## config.mk

```make
export PLATFORM = sky130hd
export DESIGN_NAME = dcache_ctrl
export DESIGN_NICKNAME = d
export VERILOG_FILES = /design/src/rtl/dcache_ctrl.sv
export SDC_FILE = /design/constraint.sdc
export NUM_CORES = 2
export LEC_CHECK = 0
export ABC_AREA = 0
export CORE_MARGIN = 2
export CORE_UTILIZATION = 50
export CTS_BUF_LIST = sky130_fd_sc_hd__clkbuf_2
export DETAILED_ROUTE_END_ITERATION = 8
export GPL_TIMING_DRIVEN = 0
export PLACE_DENSITY = 0.72
export SLEW_MARGIN = 20
export SYNTH_ARGS = -nofsm -noshare
export SYNTH_HDL_FRONTEND = slang
export SYNTH_SLANG_ARGS = --single-unit
```

## constraint.sdc

```tcl
create_clock -name clk -period 6.2 [get_ports clk]
set_input_delay 1.24 -clock clk [delete_from_list [all_inputs] [get_ports clk]]
set_output_delay 1.24 -clock clk [all_outputs]
set_load 0.02 [all_outputs]
```

## src/rtl/dcache_ctrl.sv

```systemverilog
// dcache_ctrl: direct-mapped write-back write-allocate data cache in front of datamem.
// A line is two blocks; refill is one paired read, dirty eviction is two block writes.
module dcache_ctrl #(
  parameter int WORD_SIZE  = 32,
  parameter int BLOCK_SIZE = 32,
  parameter int INDEX_BITS = 4
) (
  input  logic                  clk,
  input  logic                  rst_n,
  input  logic                  i_cpu_req,
  input  logic                  i_cpu_we,
  input  logic [WORD_SIZE-1:0]  i_cpu_addr,
  input  logic [BLOCK_SIZE-1:0] i_cpu_wdata,
  output logic [BLOCK_SIZE-1:0] o_cpu_rdata,
  output logic                  o_cpu_ready,
  output logic [WORD_SIZE-1:0]  o_mem_addr,
  output logic                  o_mem_writable,
  output logic [BLOCK_SIZE-1:0] o_mem_write,
  input  logic [BLOCK_SIZE-1:0] i_mem_out1,
  input  logic [BLOCK_SIZE-1:0] i_mem_out2
);
  localparam int BB    = BLOCK_SIZE / 8;
  localparam int OFF   = $clog2(BB);
  localparam int LINES = 2 ** INDEX_BITS;
  localparam int TW    = WORD_SIZE - OFF - 1 - INDEX_BITS;
  localparam logic [WORD_SIZE-1:0] LMASK = WORD_SIZE'(2 * BB - 1);

  typedef enum logic [2:0] {IDLE, WB0, WB1, FILL, WAIT} state_t;

  state_t                r_state;
  logic [BLOCK_SIZE-1:0] r_blk0 [LINES];
  logic [BLOCK_SIZE-1:0] r_blk1 [LINES];
  logic [TW-1:0]         r_tag  [LINES];
  logic [LINES-1:0]      r_valid, r_dirty;
  logic [WORD_SIZE-1:0]  r_miss_addr, r_mem_addr;
  logic                  r_mem_writable;
  logic [BLOCK_SIZE-1:0] r_mem_write;

  logic [INDEX_BITS-1:0] w_idx, w_midx;
  logic [TW-1:0]         w_tag, w_mtag;
  logic                  w_blk, w_hit, w_miss;
  logic [WORD_SIZE-1:0]  w_line_addr;

  assign w_idx       = i_cpu_addr[OFF+1 +: INDEX_BITS];
  assign w_blk       = i_cpu_addr[OFF];
  assign w_tag       = i_cpu_addr[WORD_SIZE-1 -: TW];
  assign w_line_addr = i_cpu_addr & ~LMASK;
  assign w_midx      = r_miss_addr[OFF+1 +: INDEX_BITS];
  assign w_mtag      = r_miss_addr[WORD_SIZE-1 -: TW];
  assign w_hit       = r_state == IDLE && i_cpu_req && r_valid[w_idx] && r_tag[w_idx] == w_tag;
  assign w_miss      = r_state == IDLE && i_cpu_req && !w_hit;

  assign o_cpu_ready    = rst_n && w_hit;
  assign o_cpu_rdata    = (rst_n && w_hit) ? (w_blk ? r_blk1[w_idx] : r_blk0[w_idx]) : '0;
  assign o_mem_addr     = r_mem_addr;
  assign o_mem_writable = r_mem_writable;
  assign o_mem_write    = r_mem_write;

  // Line storage carries no reset; valid bits alone decide whether it is meaningful.
  always_ff @(posedge clk) begin
    if (r_state == WAIT) begin
      r_blk0[w_midx] <= i_mem_out1;
      r_blk1[w_midx] <= i_mem_out2;
      r_tag[w_midx]  <= w_mtag;
    end else if (w_hit && i_cpu_we) begin
      if (w_blk) r_blk1[w_idx] <= i_cpu_wdata;
      else r_blk0[w_idx] <= i_cpu_wdata;
    end
  end

  // Memory-side outputs are registered, so each is loaded for the state being entered.
  always_ff @(posedge clk or negedge rst_n) begin
    if (!rst_n) begin
      r_state        <= IDLE;
      r_valid        <= '0;
      r_dirty        <= '0;
      r_miss_addr    <= '0;
      r_mem_addr     <= '0;
      r_mem_writable <= 1'b0;
      r_mem_write    <= '0;
    end else begin
      case (r_state)
        IDLE: begin
          r_mem_writable <= 1'b0;
          if (w_hit && i_cpu_we) r_dirty[w_idx] <= 1'b1;
          if (w_miss) begin
            r_miss_addr <= w_line_addr;
            if (r_valid[w_idx] && r_dirty[w_idx]) begin
              r_state        <= WB0;
              r_mem_writable <= 1'b1;
              r_mem_addr     <= {r_tag[w_idx], w_idx, {(OFF + 1){1'b0}}};
              r_mem_write    <= r_blk0[w_idx];
            end else begin
              r_state    <= FILL;
              r_mem_addr <= w_line_addr;
            end
          end
        end
        WB0: begin
          r_state     <= WB1;
          r_mem_addr  <= r_mem_addr + WORD_SIZE'(BB);
          r_mem_write <= r_blk1[w_midx];
        end
        WB1: begin
          r_state        <= FILL;
          r_mem_writable <= 1'b0;
          r_mem_addr     <= r_miss_addr;
        end
        FILL: r_state <= WAIT;
        WAIT: begin
          r_state         <= IDLE;
          r_valid[w_midx] <= 1'b1;
          r_dirty[w_midx] <= 1'b0;
        end
        default: r_state <= IDLE;
      endcase
    end
  end
endmodule

```

==> reports/qor.csv <==
metric;value;unit
final hold viol count;0;
WL/cell;34.0;µm
Post-Syn Area per Cell;19.6;µm²
Synth Instances;3399;
GPL Wtd Cong;1.01;
Finish-stage setup viols;33;
flop-to-flop setup slack;0.68;ns
Final ANT Viol Nets;0;
initial antenna violation count;6;
Slew headroom;0.207;
vias;40500;
largest net degree at the start of global routing;84;
post-synthesis sequential area ratio;0.688;
CTS tree;done;
Worst Tran Pin Value;1.19;ns
Post-synth EDFFs;1424;
Setup CP Type;in -> out;
most frequent cells in the layout;edfxtp_1, clkbuf_2, mux4_2;
Hold Crit Class;in -> reg;
setup TNS;-4.71;ns
fillers;9800;
crit path time final;6.44;ns
Die ar.;137000;µm²
final wirelength;209000;µm
main flop type after synthesis;edfxtp_1;
skew final;0.196;ns
Startpoint Class;primary input;
Rows;134;
First DRT Iteration DRCs;5528;
IO buf count;219;
status;finished with violations;
clk buf depth;4;
Synth warnings;0;
critical path peak fanout;10;
non-filler cells, final;6153;
max-slew violation total from the final report;0;
top post-synthesis cells by area;edfxtp_1, mux4_2, dfrtp_1;
Synth top area share;0.640;
vias in the first global route;40500;
commonest non-fill, non-tap cell in the layout;edfxtp_1;
P_leak;0.0260;µW
GRT overflow;0;
Final period util;1.04;
root buf cell;clkbuf_2;
area grow syn2layout;16.0;%
global-route wire length before repair;293000;µm
max incr delay on CP;0.78;ns
dominant cell type by area after synthesis;edfxtp_1;
failing checks;negative setup slack;
Detailed Place HPWL;145000;µm
R2R cell count;12;
launching point of the worst reg2reg path;r_tag[15][10]$_DFFE_PP_;
clock latency on the worst-skew pair;1.77;ns
Yosys cell types;71;
Worst setup EP type;primary output;
Core ar.;133000;µm²
Synth async-reset ratio;0.0819;
peak supply drop;0.219;mV
crit-path cells;clkdlybuf4s50_1 -> clkbuf_2 -> nor2_1 -> a22oi_1 -> nand2_1 -> xor2_1 -> nor2_1 -> nand3_1 -> nor4_4 -> nand4_1 -> buf_6 -> clkbuf_8 -> a21oi_4 -> buf_6;
Initial DRT Pass Iterations;6;
Critical Path AT;5.20;ns
placed cells;5463;
share of layout cells above drive strength 1;0.366;
RSZ-0062 raised after global routing;true;
Die Ht;369;µm
Critical R2R Capture;r_blk1[6][13]$_DFFE_PP_;
TritonCTS sink count;1551;
TritonCTS buffer count;387;
Clock transition at path regs;0.09;ns
Ports;230;
Die Span X;369;µm
worst hold start;i_cpu_addr[18];
PwrDens;338;nW/µm²
# DRC;0;
Vias/cell;6.58;
# Max-Cap Violations;0;
Achievable Freq;155;MHz
synthesized cell area;66800;µm²
starting density of the core;0.502;
final net count;4224;
CTS H-tree depth;5;
Hold EP;r_miss_addr[18]$_DFFE_PN0P_;
CP Buf/Inv Count;5;
Crit path max-delay family;simple AND/OR/NAND/NOR gates;
final worst slack;-0.237;ns
worst path required time;4.96;ns
Hold Path Depth;2;
slowest CP cell;nor2_1;
GRT Util Overall;0.308;
synthesized flop and latch total;1551;
## synthesized netlist by cell type (all sizes together), types with 3 or more instances
cell / instances
edfxtp: 1424
mux4: 568
nand2: 168
clkbuf: 132
dfrtp: 127
o21ai: 118
mux2: 112
buf: 98
nor2: 89
mux2i: 87
a21oi: 83
inv: 41
nand3: 39
a31oi: 35
a22oi: 28
xnor2: 27
a211oi: 24
nand2b: 19
nor2b: 17
xor2: 16
o22ai: 13
and2: 12
nor3: 11
nor3b: 10
nand4: 9
and3: 8
a222oi: 7
o2bb2ai: 7
a221oi: 6
a21boi: 5
a211o: 4
nor4: 4
o211ai: 4
o22a: 4
o31ai: 4
a22o: 3
and4: 3
nor4b: 3
o221ai: 3
o32ai: 3
## worst max path at each step
stage                                   to                    from  cells past startpoint
finish                     o_cpu_rdata[30]           i_cpu_addr[6]                     14
global placement            o_cpu_rdata[2]                   rst_n                      5
detailed placement          o_cpu_rdata[2]           i_cpu_addr[5]                     13
floorplan           r_blk1[3][0]$_DFFE_PP_           i_cpu_addr[4]                     14
CTS                         o_cpu_rdata[2]   r_tag[2][7]$_DFFE_PP_                     12
global route                o_cpu_rdata[2]  r_tag[14][5]$_DFFE_PP_                     11
## area by class of cell
type	count	area [µm²]	area share
inverters	42	158	0.00203
well taps	1768	2210	0.0286
plain buffers	228	1320	0.0170
repair buffers	304	4220	0.0545
clock buffers	541	2710	0.0350
diodes	11	27.5	0.000355
clock inverters	131	533	0.00688
multi-input cells	1577	20400	0.263
flip-flops and latches	1551	45900	0.593
## routing by layer
layer | GRT usage | routed length (µm) | part of all wire | up-vias
met2 | 0.477 | 97900 | 0.47 | 3138
met3 | 0.0819 | 24700 | 0.12 | 571
met4 | 0.158 | 11400 | 0.054 | 4
met5 | 0 | 27 | 0.00013 | -
li1 | - | - | - | 15800
met1 | 0.405 | 75300 | 0.36 | 21000
## registers in the layout, summed over array words and instances, names as in the netlist
| signal | flops |
|---|---|
| r_blk0 | 512 |
| r_blk1 | 512 |
| r_tag | 400 |
| o_mem_write | 32 |
| o_mem_addr | 30 |
| r_miss_addr | 29 |
| r_dirty | 16 |
| r_valid | 16 |
| r_state | 3 |
| o_mem_writable | 1 |
## per-stage QoR
step | cell area, µm² | hold WS (ns) | util | total power (µW) | setup WS (ns)
6_report | 77500 | 0.224 | 0.583 | 26200 | -0.237
5_1_grt | 77500 | 0.0971 | 0.583 | 27000 | -0.246
4_1_cts | 77300 | 0.0371 | 0.582 | 26100 | -0.143
3_5_place_dp | 73500 | 0.449 | 0.553 | 19700 | -2.91
3_3_place_gp | 71200 | 0.444 | 0.535 | 19500 | -6.26
2_1_floorplan | 66800 | 0.426 | - | 17000 | -0.434
## cells by family (layout without fill, tap and decap cells)
logic type	count (synthesis)	in the layout	share of synthesized area
adder cells (fa/ha/maj)	1	1	0.000187
AND/OR/NAND/NOR	398	398	0.0276
other	1	13	0.0000562
multiplexers	767	767	0.225
XOR/XNOR	43	43	0.00564
buffers and inverters	272	1246	0.0191
AO/OA/AOI/OAI	366	366	0.0340
flip-flops	1551	1551	0.688
## power by group
part           switching (µW)  total [µW]  internal (µW)  leakage, µW
registers                 983       13400          12400       0.0143
logic                    3510        6310           2790      0.00918
clock network            4090        6470           2380      0.00248
## repair_timing
| item | 4_1_cts | 5_1_grt |
|---|---|---|
| hold endpoints to repair | 127 | 0 |
| endpoints found under the setup margin | 33 | 33 |
| gates resized for setup | 325 | 27 |
| pin swaps | 4 | 2 |
| gates cloned | 0 | 1 |
| hold buffers | 2 | 0 |
| buffers inserted | 4 | 1 |
Note: power is estimated with default switching activity, not from simulation.
